===== src/rtl/stack_ctx_sequencer.sv =====
// Context save/restore sequencer: streams FIRST_REG..LAST_REG from the register bank onto the
// hardware stack and pops them back in reverse order, while tracking stack occupancy.
module stack_ctx_sequencer #(
    parameter int FIRST_REG = 1,
    parameter int LAST_REG  = 15,
    parameter int DEPTH     = 128,
    localparam int LW       = $clog2(DEPTH + 1)
) (
    input  logic          clk,
    input  logic          reset,
    input  logic          save_req,
    input  logic          restore_req,
    input  logic          ext_push,
    input  logic          ext_pop,
    output logic          busy,
    output logic          done,
    output logic          err,
    output logic [LW-1:0] level,
    output logic [3:0]    rf_raddr,
    input  logic [31:0]   rf_rdata,
    output logic          rf_we,
    output logic [3:0]    rf_waddr,
    output logic [31:0]   rf_wdata,
    output logic          stk_push,
    output logic [31:0]   stk_d,
    output logic          stk_pop,
    input  logic [31:0]   stk_q,
    output logic [1:0]    dbg_state
);

    localparam int            N       = LAST_REG - FIRST_REG + 1;
    localparam logic [3:0]    FIRST4  = 4'(FIRST_REG);
    localparam logic [3:0]    LAST4   = 4'(LAST_REG);
    localparam logic [3:0]    LAST_IX = 4'(N - 1);
    localparam logic [LW:0]   N_W     = (LW + 1)'(N);
    localparam logic [LW:0]   DEPTH_W = (LW + 1)'(DEPTH);
    localparam logic [LW-1:0] DEPTH_L = LW'(DEPTH);

    typedef enum logic [1:0] {
        S_IDLE    = 2'd0,
        S_SAVE    = 2'd1,
        S_RESTORE = 2'd2,
        S_DRAIN   = 2'd3
    } state_t;

    state_t        state, state_n;
    logic [3:0]    idx, idx_n;
    logic          busy_n, done_n, err_n;
    logic [LW-1:0] level_n;
    logic [3:0]    rf_raddr_n, rf_waddr_n;
    logic          rf_we_n, stk_push_n, stk_pop_n;

    logic [LW:0]   lvl_inc, lvl_dec, lvl_up, lvl_net;
    logic          lvl_err;

    // Strobe protocol: stk_push/stk_pop/rf_we are single-cycle strobes with no back-pressure;
    // stk_d and rf_wdata are only meaningful while their strobe is high and read as 0 otherwise.
    assign stk_d     = stk_push ? rf_rdata : 32'h0;
    assign rf_wdata  = rf_we ? stk_q : 32'h0;
    assign dbg_state = state;

    // Occupancy counts every push/pop seen on the stack port, internal or from the pipeline.
    always_comb begin
        lvl_inc = (LW + 1)'(stk_push) + (LW + 1)'(ext_push);
        lvl_dec = (LW + 1)'(stk_pop) + (LW + 1)'(ext_pop);
        lvl_up  = {1'b0, level} + lvl_inc;
        lvl_net = '0;
        lvl_err = 1'b0;
        level_n = level;
        if (lvl_up < lvl_dec) begin
            level_n = '0;
            lvl_err = 1'b1;
        end else begin
            lvl_net = lvl_up - lvl_dec;
            if (lvl_net > DEPTH_W) begin
                level_n = DEPTH_L;
                lvl_err = 1'b1;
            end else begin
                level_n = lvl_net[LW-1:0];
            end
        end
    end

    always_comb begin
        state_n    = state;
        idx_n      = idx;
        busy_n     = busy;
        done_n     = 1'b0;
        err_n      = err;
        rf_raddr_n = 4'h0;
        rf_waddr_n = 4'h0;
        rf_we_n    = 1'b0;
        stk_push_n = 1'b0;
        stk_pop_n  = 1'b0;

        case (state)
            S_IDLE: begin
                if (save_req) begin
                    if ({1'b0, level} + N_W > DEPTH_W) begin
                        err_n  = 1'b1;
                        done_n = 1'b1;
                    end else begin
                        state_n    = S_SAVE;
                        idx_n      = 4'h0;
                        busy_n     = 1'b1;
                        err_n      = 1'b0;
                        rf_raddr_n = FIRST4;
                    end
                end else if (restore_req) begin
                    if ({1'b0, level} < N_W) begin
                        err_n  = 1'b1;
                        done_n = 1'b1;
                    end else begin
                        state_n   = S_RESTORE;
                        idx_n     = 4'h0;
                        busy_n    = 1'b1;
                        err_n     = 1'b0;
                        stk_pop_n = 1'b1;
                    end
                end
            end

            // Address FIRST_REG+idx is on the bank now; its data arrives next cycle and is pushed then.
            S_SAVE: begin
                stk_push_n = 1'b1;
                if (idx == LAST_IX) begin
                    state_n = S_DRAIN;
                end else begin
                    idx_n      = idx + 4'd1;
                    rf_raddr_n = FIRST4 + idx + 4'd1;
                end
            end

            // The pop issued now returns data next cycle, written to LAST_REG-idx.
            S_RESTORE: begin
                rf_we_n    = 1'b1;
                rf_waddr_n = LAST4 - idx;
                if (idx == LAST_IX) begin
                    state_n = S_DRAIN;
                end else begin
                    idx_n     = idx + 4'd1;
                    stk_pop_n = 1'b1;
                end
            end

            S_DRAIN: begin
                state_n = S_IDLE;
                busy_n  = 1'b0;
                done_n  = 1'b1;
            end

            default: state_n = S_IDLE;
        endcase

        if (lvl_err || (busy && (ext_push || ext_pop))) begin
            err_n = 1'b1;
        end
    end

    always_ff @(posedge clk) begin
        if (reset) begin
            state    <= S_IDLE;
            idx      <= 4'h0;
            busy     <= 1'b0;
            done     <= 1'b0;
            err      <= 1'b0;
            level    <= '0;
            rf_raddr <= 4'h0;
            rf_waddr <= 4'h0;
            rf_we    <= 1'b0;
            stk_push <= 1'b0;
            stk_pop  <= 1'b0;
        end else begin
            state    <= state_n;
            idx      <= idx_n;
            busy     <= busy_n;
            done     <= done_n;
            err      <= err_n;
            level    <= level_n;
            rf_raddr <= rf_raddr_n;
            rf_waddr <= rf_waddr_n;
            rf_we    <= rf_we_n;
            stk_push <= stk_push_n;
            stk_pop  <= stk_pop_n;
        end
    end

endmodule


===== config.mk =====
export PLATFORM = sky130hd
export DESIGN_NAME = stack_ctx_sequencer
export DESIGN_NICKNAME = d
export VERILOG_FILES = /design/src/rtl/stack_ctx_sequencer.sv
export SDC_FILE = /design/constraint.sdc
export NUM_CORES = 1
export LEC_CHECK = 0
export ABC_AREA = 0
export BUFFER_PORTS_ARGS = -buffer_cell sky130_fd_sc_hd__buf_2
export CORE_ASPECT_RATIO = 0.7
export CORE_MARGIN = 5
export CORE_UTILIZATION = 37
export DETAILED_ROUTE_END_ITERATION = 16
export HOLD_SLACK_MARGIN = 0.12
export PLACE_DENSITY_LB_ADDON = 0.12
export SLEW_MARGIN = 20
export SYNTH_ARGS = -nofsm -noshare
export SYNTH_HDL_FRONTEND = slang
export SYNTH_SLANG_ARGS = --single-unit

===== constraint.sdc =====
create_clock -name clk -period 3.5 [get_ports clk]
set_input_delay 0.525 -clock clk [delete_from_list [all_inputs] [get_ports clk]]
set_output_delay 0.525 -clock clk [all_outputs]
set_load 0.02 [all_outputs]

# == After elaboration in Yosys (flattened, before gate mapping) ==
# Index checks and enable logic that the tools add are counted.
# word_totals
register_bits,28
latch_bits,0
ram_bits,0
rom_bits,0
in_bits,70
output_inout_bits,88
wordCells,92
memories,0
# op_classes
addsub,8
mul,0
n_div,0
n_lt_le_gt_ge,4
n_eq_ne,9
n_shift,0
n_mux,42
bitwise,1
n_reduce_logical,16
# op_table
cell,count
32-bit two-way mux,2
4-bit two-way mux,6
1-bit two-way mux,22
9-bit by 8-bit greater-than comparator with 1-bit output (second input constant),2
4-bit case mux with 2 select lines,2
2-bit two-way mux,5
8-bit by 2-bit adder with 9-bit output,1
8-bit by 4-bit adder with 9-bit output (second input constant),1
9-bit by 2-bit < comparator with 1-bit output,1
3-bit inequality test (second input constant),3
9-bit by 2-bit subtractor with 9-bit output,1
4-bit by 1-bit adder with 4-bit output (second input constant),2
8-bit by 4-bit < comparator with 1-bit output (second input constant),1
8-bit two-way mux,1
4-bit AND reduction,2
1-bit case mux with 2 select lines,3
2-bit case mux with 3 select lines,1
2-bit nonzero test,3
2-bit OR reduction,3
5-bit AND reduction,1
1-bit by 1-bit adder with 2-bit output,2
2-bit == test (second input constant),2
4-bit == test (second input constant),1
4-bit subtractor (first input constant),1
10 further kinds,11

# == Depth between registers and ports, before layout ==
# Gate-level depths: netlist of the first run.
# depth
depth_word,9
mapped_depth,11
mapped_depth_nobuf,11

# == Least setup slack after synthesis of the first run ==
# Ideal clock, no wire load.
# synth_path
path_kind,input port to flip-flop
start,input ext_push
end,register err
setup_ns,0.120
arrival_time_ns,3.199
required_time_ns,3.380
setup_slack_ns,0.181
stages,9
n_path_buf,0
cell_sequence,fa_1 -> ha_1 -> fa_1 -> or4_4 -> nor2_4 -> o211ai_2 -> xnor2_2 -> a311oi_4 -> o31a_1
# synth_between
elab_chain_len,9
word_cells_on_any_way,14
cone_classes,add/sub: 3; order compare: 2; mux: 3; reduce/logical: 6
# synth_lines
item,line,rtl
start: declaration,13,"input logic ext_push,"
1-bit by 1-bit adder with 2-bit output,64,lvl_inc = (LW + 1)'(stk_push) + (LW + 1)'(ext_push);
8-bit by 2-bit adder with 9-bit output,66,"lvl_up = {1'b0, level} + lvl_inc;"
9-bit by 2-bit subtractor with 9-bit output,74,lvl_net = lvl_up - lvl_dec;
9-bit by 8-bit greater-than comparator with 1-bit output,75,if (lvl_net > DEPTH_W) begin
1-bit two-way mux,75,
1-bit two-way mux,70,if (lvl_up < lvl_dec) begin
1-bit logical OR (*),155,if (lvl_err || (busy && (ext_push || ext_pop))) begin
3-bit nonzero test (no line) / 2-bit nonzero test (equally long branches),-,
2-bit AND reduction (no line),-,
end signal: assignment,178,err <= err_n;
end: declaration,17,"output logic err,"
# Every way passes the cells marked *; elsewhere a longest branch is shown, timed or not.
# A chain may end at the register's enable or synchronous reset.

# == Final worst setup path of the first run ==
# Same ends and word-level chain as after synthesis.

==> metrics.csv, run 1 <==
metric;value;unit
status;finished, final reports clean;
global route total overflow;0;
via/cell ratio;4.81;
count of final hold-check violations;0;
Root Buffer;clkbuf_8;
CP Cell Sequence;buf_2 -> fa_1 -> ha_1 -> fa_1 -> or4_4 -> nor2_4 -> nor2_1 -> o21a_1 -> a31o_1 -> o31a_1;
Post-Syn Area;2180;um2
pwr dens;802;nW/um2
CTS tree;yes;
Area contributors post-synth;dfxtp_1 (26%), and2_1 (19%), ha_1 (5.7%), xnor2_1 (3.6%), nor2_1 (2.8%);
number of port buffers;157;
WP data required;3680;ps
DR vias;2366;
global-route wire length before repair;11.1;mm
first-pass iteration count of the detailed router;4;
largest area contributor in the netlist;dfxtp_1;
Cell variety after synth;55;
DRC viols;0;
htree depth;1;
flops & latches, synth;28;
Crit path largest cell delay;460;ps
dpl hpwl;6.50;mm
clk_lat worst skew;270;ps
RSZ-0062 raised after global routing;no;
Synth Flop Type;dfxtp_1;
Slowest-stage cell, CP;fa_1;
Setup TNS;0;ps
post-synthesis cell count;267;
Final Max Slew Viols;0;
initial antenna violation count;0;
placed cell area;3020;um2
Worst setup EP type;flip-flop;
Worst Max-Slew Pin Slew;745;ps
Avg WL per Cell;15.7;um
CORE AREA;5730;um2
fin nets;500;
fraction of layout cells with a size suffix above 1;43.6;%
CP arrival;3300;ps
Crit Path Class;input pin to flip-flop;
Post-CTS Setup Repair Bufs;0;
EDFF count, synth;0;
Sink Count;28;
Synth async-reset ratio;0;%
Die X-Extent;102;um
routability cong.;0.836;
# IOs;158;
CP Launch Type;input pin;
ANT cells;0;
Rows;23;
die span in y;74.3;um
part of the cycle the worst path needs;89.3;%
skew final;2.54;ps
fin util;53.9;%
syn avg cell area;8.17;um2
GRT met3 Usage;4.31;%
area grow syn2layout;41.5;%
Setup violations, final;0;
Fmax;320;MHz
share of Yosys cell area claimed by the top area cell type;25.7;%
ANT nets after route;0;
Post-CTS Hold Buffers;0;
final instance area;3090;um2
Initial Util;38.1;%
CP most frequent cell;fa_1;
Clk pin slew, worst setup/hold paths;100;ps
DIE AREA;7560;um2
Total Wirelength;7.71;mm
gr busiest metal;met2;
layout filler cell count;558;
R2R Setup Slk;410;ps
syn nets;349;
vias in the first global route;2085;
HP Class;flip-flop to flip-flop;
Longest Clk Path Bufs;2;
yosys warns;0;
met1 usage;25.9;%
max-capacitance violation count;0;
CTS resizes;0;
Worst slew margin;50.3;%
M2 GR Usage;30.7;%
VDD IR max;385;uV
Starting DRT DRC Count;65;
Final min period;3130;ps
CTS Buf Count;3;
Pleak;1.70;nW
pin count of the biggest net entering global routing;34;
kind of cell adding the most delay to the critical path;adder cells;
Total GRT Usage;18.7;%
post-synthesis sequential area ratio;25.7;%
Worst Path Max Fanout;6;
Buf/Inv on CP;1;
==> path summary, 6_finish.rpt <==
kind         cells past startpoint     start     endpoint
max reg2reg                      9  level[0]          err
min reg2reg                      1    idx[1]  rf_waddr[1]
max                             10  ext_push          err
min                              1    idx[1]  rf_waddr[1]
==> power by group <==
group | switching (mW) | total [mW] | internal, mW
sequential | 0.161 | 0.576 | 0.416
clock | 0.103 | 0.256 | 0.153
combinational | 0.976 | 1.64 | 0.666
total | 1.24 | 2.47 | 1.23
==> layout make-up <==
class	count	area [um2]	share of cell area (%)
multi-input cells	212	1500	48.7
inverters	13	48.8	1.58
clock inverters	1	30.0	0.973
clock buffers	3	41.3	1.34
repair buffers	160	808	26.2
well taps	75	93.8	3.04
flip-flops and latches	28	561	18.2
==> layer usage <==
| layer | vias up | share of wire [%] |
|---|---|---|
| met4 | 0 | 0.60 |
| met3 | 4 | 8.7 |
| met2 | 79 | 46 |
| li1 | 1204 | - |
| met1 | 1079 | 44 |
| met5 | - | 0 |
==> synth_stat cells (3+ instances only) <==
library cell and number:
and2_1 65, dfxtp_1 28, nor2_1 16, nand2_1 14, inv_1 13, clkbuf_1 10
ha_1 10, nor3_1 10, o21ai_0 10, a21oi_1 9, xnor2_1 9, and3_1 5
nand3_1 5, nand2b_1 4, xor2_1 4, nand4_1 3, o211a_1 3
==> logic make-up (layout without fill, tap and decap cells) <==
family / count (synthesis) / after routing / synth area share, %
xor+xnor: 15 / 15 / 6.71
mux: 2 / 2 / 0.975
fa+ha+maj: 12 / 12 / 7.57
flops: 28 / 28 / 25.7
simple gates: 138 / 138 / 37.4
compound gates: 45 / 45 / 16.3
buf+inv: 27 / 177 / 5.39
==> flip-flops by register name, indices dropped and copies added (netlist names), 2 cells and up <==
signal     flops
rf_waddr       4
rf_raddr       4
idx            4
level          8
dbg_state      2
==> worst reg2reg max path, delay by kind of cell (launching register included) <==
family | cells | cell delay (ps)
AO/OA/AOI/OAI | 3 | 780
adder cells (fa/ha/maj) | 3 | 1220
flip-flops | 1 | 350
AND/OR/NAND/NOR | 3 | 630
==> placed cells by master, fill, tap and decap left out, types with 2 or more instances in the layout <==
master	n
inv_1	13
buf_4	3
xor2_1	4
clkbuf_8	3
a21o_1	2
o21ai_1	2
xnor2_1	9
nand3_1	5
o211ai_1	2
fa_1	2
nor3_2	2
a21oi_1	9
and3_1	5
nand2_1	14
dfxtp_1	28
nand3b_1	2
ha_1	10
o21ai_0	10
and2_1	65
nor4_1	2
nor3_1	10
nor2_1	16
or3_1	2
o211a_1	3
xnor2_2	2
buf_2	157
nand4_1	3
a21oi_2	2
nand2b_1	4
==> through the flow <==
step / worst slack (ps) / std cells / power [mW] / hold slack (ps)
floorplan: 181 / 267 / 1.79 / 444
global placement: 139 / 488 / 2.21 / 480
detailed placement: 56.4 / 488 / 2.22 / 474
CTS: 367 / 492 / 2.49 / 499
global route: 275 / 492 / 2.68 / 531
finish: 374 / 492 / 2.47 / 498
Power figures use the tool's default switching activity.
==> inputs of run 2 (changes only) <==
--- a/config.mk
+++ b/config.mk
@@ -9,7 +9,8 @@
 export BUFFER_PORTS_ARGS = -buffer_cell sky130_fd_sc_hd__buf_2
 export CORE_ASPECT_RATIO = 0.7
 export CORE_MARGIN = 5
-export CORE_UTILIZATION = 37
+export CORE_UTILIZATION = 38
+export CTS_BUF_LIST = sky130_fd_sc_hd__clkbuf_4 sky130_fd_sc_hd__clkbuf_8
 export DETAILED_ROUTE_END_ITERATION = 16
 export HOLD_SLACK_MARGIN = 0.12
 export PLACE_DENSITY_LB_ADDON = 0.12
==> run 2 against run 1 <==
Routed wire length is 2.0% higher. Power is 0.14% lower. Register-to-register slack hardly changed. Via count is 0.25% lower. Clock skew is 4.8 ps higher. Core utilization is 0.87 points higher. Clock-buffer cell count stayed put. Worst hold slack better by 2.9 ps. Cell count is 0.20% higher. Critical path type unchanged. Critical endpoint unchanged. Highest routed layer unchanged.
==> metrics.csv, run 2 (synthesis results as in run 1) <==
metric;value;unit;change
status;finished, final reports clean;;
Worst slew margin;50.4;%;+0.14 points
Worst Path Max Fanout;6;;unchanged
first-pass iteration count of the detailed router;4;;unchanged
part of the cycle the worst path needs;89.6;%;+0.24 points
initial antenna violation count;1;;+1
CTS tree;yes;;
WP data required;3670;ps;about the same
Die X-Extent;101;um;-1.2%
skew final;7.35;ps;+4.80 ps
CTS Buf Count;3;;unchanged
Initial Util;38.7;%;+0.58 points
Sink Count;28;;unchanged
Largest Register;level;;
# IOs;158;;unchanged
clk_lat worst skew;280;ps;about the same
CP arrival;3310;ps;about the same
fin nets;500;;unchanged
pwr dens;800;nW/um2;-0.22%
routability cong.;0.883;;+5.6%
Final min period;3130;ps;+8.45 ps
Crit Path Class;input pin to flip-flop;;
CORE AREA;5640;um2;-1.5%
VDD IR max;352;uV;-8.6%
ANT nets after route;0;;unchanged
layout filler cell count;569;;+2.0%
Worst setup EP type;flip-flop;;
RSZ-0062 raised after global routing;no;;
number of port buffers;157;;unchanged
global route total overflow;0;;unchanged
commonest non-fill, non-tap cell in the layout;buf_2;;
Pleak;1.70;nW;about the same
vias in the first global route;2153;;+3.3%
DRC viols;0;;unchanged
Avg WL per Cell;16.0;um;+1.8%
most frequent cells in the layout;buf_2 (157), and2_1 (65), dfxtp_1 (28);;
area of the multi-input gates;1500;um2;unchanged
count of final hold-check violations;0;;unchanged
Setup violations, final;0;;unchanged
Total Wirelength;7.87;mm;+2.0%
Largest register FFs;8;;unchanged
max-capacitance violation count;0;;unchanged
die span in y;73.4;um;-1.1%
DIE AREA;7380;um2;-2.3%
Rows;23;;unchanged
Post-CTS Hold Buffers;0;;unchanged
hold slack;501;ps;+2.95 ps
area grow syn2layout;41.6;%;about the same
HP Class;flip-flop to flip-flop;;
Total GRT Usage;20.2;%;+1.5 points
Top Metal Used;met4;;
via/cell ratio;4.79;;-0.46%
Longest Clk Path Bufs;2;;unchanged
Setup TNS;0;ps;unchanged
CP Launch Type;input pin;;
Post-CTS Setup Repair Bufs;0;;unchanged
Starting DRT DRC Count;103;;+58%
CTS resizes;0;;unchanged
DR vias;2360;;-0.25%
Root Buffer;clkbuf_8;;
Clk pin slew, worst setup/hold paths;100;ps;about the same
dpl hpwl;6.73;mm;+3.7%
Worst Max-Slew Pin Slew;743;ps;-2.15 ps
fraction of layout cells with a size suffix above 1;43.6;%;unchanged
Metal-1 WL;3.43;mm;+0.62%
Final Max Slew Viols;0;;unchanged
pin count of the biggest net entering global routing;34;;unchanged
global-route wire length before repair;11.7;mm;+5.5%
Storage cell area;561;um2;unchanged
Fmax;319;MHz;-0.27%
htree depth;1;;unchanged
met3 WL;686;um;+2.2%
metal2 WL;3.62;mm;+1.1%
## run 2: cell types whose count changed in the layout (fill, tap and decap cells not counted)
cell	previous run	this run
diode_2	0	1
## run 2: routing by layer
metal | track usage, % | vias up
met4 | 5.23 | 0
li1 | - | 1208
met2 | 31.6 | 83
met5 | 0 | -
met1 | 27.8 | 1059
met3 | 5.03 | 10
## run 2: stage by stage
stage          area (um2)  total power, mW  util [%]  setup WS, ps  cells
2_1_floorplan        2180             1.79         -           181    267
3_3_place_gp         3020             2.21      53.5           144    488
3_5_place_dp         3020             2.22      53.5          74.4    488
4_1_cts              3090             2.49      54.7           379    492
5_1_grt              3090             2.67      54.8           277    493
6_report             3090             2.47      54.8           366    493
## run 2: cell type report
type / instances / area share [%]
antenna: 1 / 0.0810
clock buffer: 3 / 1.34
clock inverter: 1 / 0.972
inverter: 13 / 1.58
multi-input combinational: 212 / 48.7
sequential: 28 / 18.1
tap: 75 / 3.04
timing repair buffer: 160 / 26.2
## run 2: worst paths after layout
path,start,to,slack [ps],cells after the start
max,ext_push,err,370,10
min,idx[1],rf_waddr[1],500,1
max reg2reg,level[0],err,410,9
min reg2reg,idx[1],rf_waddr[1],500,1
## run 2: power by group
group / leakage [nW] / internal (mW) / total, mW / switching, mW
Sequential: 0.229 / 0.416 / 0.585 / 0.169
Combinational: 1.44 / 0.663 / 1.63 / 0.970
Clock: 0.0357 / 0.153 / 0.252 / 0.0993
## run 2: critical path: stages
cell and delay [ps]:
buf_2 120, fa_1 440, ha_1 330, fa_1 460, or4_4 450, nor2_4 110
nor2_1 70, o21a_1 200, a31o_1 280, o31a_1 330
